===== config.mk =====
export PLATFORM = sky130hd
export DESIGN_NAME = ram_arbiter
export DESIGN_NICKNAME = d
export VERILOG_FILES = /design/src/rtl/ram_arbiter.sv
export SDC_FILE = /design/constraint.sdc
export NUM_CORES = 1
export LEC_CHECK = 0
export BUFFER_PORTS_ARGS = -buffer_cell sky130_fd_sc_hd__buf_2
export CELL_PAD_IN_SITES_DETAIL_PLACEMENT = 1
export CELL_PAD_IN_SITES_GLOBAL_PLACEMENT = 2
export CORE_AREA = 8 8 62 64
export DETAILED_ROUTE_END_ITERATION = 8
export DIE_AREA = 0 0 70 72
export GPL_TIMING_DRIVEN = 0
export MAX_ROUTING_LAYER = met4
export PLACE_DENSITY_LB_ADDON = 0.1
export SETUP_SLACK_MARGIN = 0.5
export SYNTH_ARGS = -nofsm -noshare
export SYNTH_HDL_FRONTEND = slang
export SYNTH_SLANG_ARGS = --single-unit

===== constraint.sdc =====
create_clock -name CLK -period 2.1 [get_ports CLK]
set_clock_uncertainty 0.05 [all_clocks]
set_input_delay 0.315 -clock CLK [delete_from_list [all_inputs] [get_ports CLK]]
set_output_delay 0.315 -clock CLK [all_outputs]
set_load 0.005 [all_outputs]

===== src/rtl/ram_arbiter.sv =====
// Two-requester arbiter in front of an array of 1-bit RAM cells: IDLE/ACCESS/RESP
// handshake with round-robin tie-break. Optional ERR output under RAM_ARB_ADDR_CHECK_EN.
module ram_arbiter #(
  parameter int DEPTH  = 8,
  parameter int ADDR_W = 3
) (
  input  logic              CLK,
  input  logic              RST,
  input  logic              REQ0,
  input  logic              REQ1,
  input  logic              WE0,
  input  logic              WE1,
  input  logic [ADDR_W-1:0] ADDR0,
  input  logic [ADDR_W-1:0] ADDR1,
  input  logic              DIN0,
  input  logic              DIN1,
  output logic              GNT0,
  output logic              GNT1,
  output logic              DOUT,
  output logic              VALID0,
  output logic              VALID1,
  output logic [DEPTH-1:0]  RAM_SEL,
  output logic              RAM_READ,
  output logic              RAM_IN,
  input  logic [DEPTH-1:0]  RAM_OUT
`ifdef RAM_ARB_ADDR_CHECK_EN
  ,
  output logic              ERR
`endif
);

  typedef enum logic [1:0] {IDLE, ACCESS, RESP} state_t;

  state_t              r_state, w_next;
  logic                r_owner;   // 1 = requester 1 holds the current transaction
  logic                r_last;    // requester served most recently
  logic                r_we;
  logic [ADDR_W-1:0]   r_addr;
  logic                r_din;
  logic                r_dout;
  logic [DEPTH-1:0]    w_dec;
  logic                w_cell;
  logic                w_pick1;
  logic                w_start;

  // Out-of-range addresses decode to all zeros, so no cell is touched and reads return 0.
  always_comb begin
    w_dec = '0;
    for (int i = 0; i < DEPTH; i++)
      w_dec[i] = (r_addr == ADDR_W'(i));
  end

  assign w_cell  = |(w_dec & RAM_OUT);
  assign w_pick1 = REQ1 & (~REQ0 | ~r_last);
  assign w_start = (r_state == IDLE) & (REQ0 | REQ1);

  always_ff @(posedge CLK or posedge RST) begin
    if (RST) r_state <= IDLE;
    else     r_state <= w_next;
  end

  always_comb begin
    w_next   = r_state;
    GNT0     = 1'b0;
    GNT1     = 1'b0;
    VALID0   = 1'b0;
    VALID1   = 1'b0;
    RAM_SEL  = '0;
    RAM_READ = 1'b0;
    RAM_IN   = 1'b0;
    case (r_state)
      IDLE: if (w_start) w_next = ACCESS;
      ACCESS: begin
        w_next   = RESP;
        GNT0     = ~r_owner;
        GNT1     = r_owner;
        RAM_SEL  = w_dec;
        RAM_READ = ~r_we;
        RAM_IN   = r_din;
      end
      RESP: begin
        w_next = IDLE;
        GNT0   = ~r_owner;
        GNT1   = r_owner;
        VALID0 = ~r_owner;
        VALID1 = r_owner;
      end
      default: w_next = IDLE;
    endcase
  end

  // Winner's request is frozen here for the whole transaction.
  always_ff @(posedge CLK or posedge RST) begin
    if (RST) begin
      r_owner <= 1'b0;
      r_last  <= 1'b1;
      r_we    <= 1'b0;
      r_addr  <= '0;
      r_din   <= 1'b0;
    end else if (w_start) begin
      r_owner <= w_pick1;
      r_last  <= w_pick1;
      r_we    <= w_pick1 ? WE1   : WE0;
      r_addr  <= w_pick1 ? ADDR1 : ADDR0;
      r_din   <= w_pick1 ? DIN1  : DIN0;
    end
  end

  always_ff @(posedge CLK or posedge RST) begin
    if (RST)                                r_dout <= 1'b0;
    else if (r_state == ACCESS && !r_we)    r_dout <= w_cell;
  end

  assign DOUT = r_dout;

`ifdef RAM_ARB_ADDR_CHECK_EN
  assign ERR = (r_state == RESP) & ~(|w_dec);
`endif

endmodule

==> impl_metrics.env <==
export IMPL_routed_wl_um=2013
export IMPL_synth_area_leaders="dfrtp_1 32%, mux2i_1 9.9%, ha_1 7.1%"
export IMPL_cts_sinks=10
export IMPL_cp_arrival_ns=1.28
export IMPL_fin_nets=152
export IMPL_die_area_mm2=0.005040
export IMPL_synth_edf_count=0
export IMPL_finalCritPeriodShare=0.7852
export IMPL_initial_core_util=0.2427
export IMPL_min_path_type="in -> reg"
export IMPL_syn_area_um2=704.4
export IMPL_yosysSeqAreaShare=0.3570
export IMPL_startpoint_type="flip-flop"
export IMPL_relSlewSlack=0.7344
export IMPL_antenna_found_initial=0
export IMPL_wl_met3_um=161
export IMPL_ys_warn_count=0
export IMPL_power_leakage_nw=0.5648
export IMPL_synth_distinct_cells=27
export IMPL_cp_slowest_cell="dfrtp_1"
export IMPL_top_layer="met4"
export IMPL_setup_viol=0
export IMPL_hold_violations=0
export IMPL_path_cells="inv_2 > ha_4 > nor2b_2 > buf_2"
export IMPL_fill_cells=351
export IMPL_core_area_mm2=0.002903
export IMPL_outcome="finished clean"
export IMPL_min_period_ns=1.649
export IMPL_worst_pin_slew_ns=0.3979
export IMPL_wl_met2_um=960
export IMPL_grt_util_all_layers=0.08202
export IMPL_clk_latency_ns=0.25
export IMPL_layout_common_cells="37 x buf_2, 9 x dfrtp_1, 9 x buf_4, 8 x o21ai_1, 7 x mux2i_1"
export IMPL_area_delta_synth_final_pct=59.15
export IMPL_diodes=0
export IMPL_clk_path_buf_depth=2
export IMPL_crit_type="reg -> out"
export IMPL_grt_overflow_total=0
export IMPL_cp_slowest_stage_delay_ns=0.42
export IMPL_clock_root_buffer="clkbuf_4"
export IMPL_drv_cap=0
export IMPL_numCtsBuffers=3
export IMPL_synth_top_area_frac=0.3197
export IMPL_ff_latch_area_um2=251.5
export IMPL_dpl_hpwl_um=1574
export IMPL_drtIter0Drc=14
export IMPL_syn_inst=74
export IMPL_syn_avg_cell_area_um2=9.519
export IMPL_ys_ff_latch=10
export IMPL_cp_end_kind="primary output"
export IMPL_drc=0
export IMPL_multi_input_area_um2=483.0
export IMPL_p_total_mw=1.453
export IMPL_drt_antenna_violating_nets=0
export IMPL_clkTransAtPathRegs_ns=0.06
export IMPL_synthFlopType="dfrtp_1"
export IMPL_synth_async_reset_ratio=1.000
export IMPL_gp_congestion=0.6829
export IMPL_grt_pass1_vias=733
export IMPL_via_per_inst=4.475
export IMPL_yosysTopAreaCell="dfrtp_1"
export IMPL_clock_fmax_mhz=606.5
export IMPL_dieWidth_um=70
export IMPL_fp_row_count=20
export IMPL_irDropWorstVdd_mv=0.5410
export IMPL_firstDrtPassIters=3
export IMPL_met1_length_um=866
export IMPL_grt_pass1_wl_um=3374
export IMPL_path_max_fanout=3
export IMPL_rsz0062_at_grt="true"
export IMPL_path_delay_family="flip-flops"
export IMPL_io_pins=37
export IMPL_slew_viol_final=0
export IMPL_synth_nets=100
export IMPL_vias=707
export IMPL_die_h_um=72
export IMPL_grt_max_degree=11
export IMPL_fin_setup_tns_ns=0
export IMPL_fin_util=0.3862
export IMPL_power_density_mw_per_mm2=1296
export IMPL_cts_tree="built"
export IMPL_port_buffers=36
export IMPL_mostFrequentLayoutCell="buf_2"
export IMPL_crit_required_ns=1.74
export IMPL_path_buf_inv=2
export IMPL_drive_gt1_frac=0.5920
export IMPL_drt_wirelength_per_cell_um=12.74
export IMPL_h_tree_depth=1
-- sequential cells by signal, indices dropped and copies added (netlist names) --
register  cells
r_we          1
r_state       2
r_owner       1
r_last        1
r_din         1
r_addr        3
DOUT          1
-- final cells by class --
type	instances	share of cell area
buffer	4	0.02902
clock buffer	4	0.02344
inverter	3	0.01004
multi-input combinational	57	0.4308
sequential	10	0.2243
tap	33	0.03683
timing repair buffer	47	0.2455
-- cells by family after synthesis --
| logic type | count (synthesis) | synth area share |
|---|---|---|
| AO/OA/AOI/OAI | 14 | 0.1492 |
| adder cells (fa/ha/maj) | 4 | 0.07105 |
| buffers and inverters | 7 | 0.05328 |
| flip-flops | 10 | 0.3570 |
| multiplexers | 9 | 0.1314 |
| AND/OR/NAND/NOR | 30 | 0.2381 |
-- cells in the mapped netlist (all sizes together) (2+ instances only) --
master  n
dfrtp   9
o21ai   8
mux2i   7
nand2   7
nor2    7
buf     4
ha      4
and2    3
inv     3
nor2b   3
and3b   2
mux2    2
nand2b  2
nor3    2
nor3b   2
-- power by group --
group | switching [mW] | internal, mW | total (mW)
combinational | 0.423 | 0.529 | 0.952
clock | 0.0624 | 0.0732 | 0.136
sequential | 0.0695 | 0.296 | 0.365
-- metrics by stage --
step | instance area [um2] | hold WS [ns] | worst slack (ns) | cells
3_5_place_dp | 925.9 | 0.2745 | 0.5454 | 143
3_3_place_gp | 925.9 | 0.2729 | 0.5570 | 143
6_report | 1121 | 0.2570 | 0.4511 | 158
2_1_floorplan | 704.4 | 0.1045 | 0.7139 | 74
5_1_grt | 1121 | 0.2447 | 0.3714 | 158
4_1_cts | 1061 | 0.2491 | 0.4435 | 153
-- path summary, 6_finish.rpt --
| path | startpoint | end | slack (ns) | cells past startpoint |
|---|---|---|---|---|
| setup reg to reg | r_state[0]$_DFFE_PP0P_ | r_state[1]$_DFFE_PP0P_ | 0.63 | 4 |
| min in group asynchronous | RST | r_addr[0]$_DFFE_PP0P_ | 0.53 | 3 |
| hold reg to reg | r_din$_DFFE_PP0P_ | r_din$_DFFE_PP0P_ | 0.43 | 2 |
| max in group asynchronous | RST | r_last$_DFFE_PP1P_ | 1.15 | 3 |
| hold / removal | REQ0 | r_last$_DFFE_PP1P_ | 0.26 | 2 |
| setup / recovery | r_state[0]$_DFFE_PP0P_ | GNT0 | 0.45 | 4 |
-- worst reg2reg max path, delay by kind of cell (launching register included) --
family | cells | cell delay, ns
simple gates | 1 | 0.23
fa+ha+maj | 1 | 0.17
flops | 1 | 0.42
mux | 1 | 0.36
buf+inv | 1 | 0.13
-- timing repair --
| item | CTS | global route |
|---|---|---|
| gates resized for setup | 14 | 5 |
| hold buffers | 1 | 0 |
| endpoints found under the setup margin | 12 | 14 |
| pin swaps | 1 | 4 |
| setup buffers | 5 | 5 |
| hold endpoints to repair | 9 | 0 |
-- per-layer routing --
metal / vias up / global-route usage
li1: 362 / -
met1: 319 / 0.08968
met2: 22 / 0.1310
met3: 4 / 0.03683
met4: 0 / 0.02679
met5: - / -
Note: power is estimated with default switching activity, not from simulation.
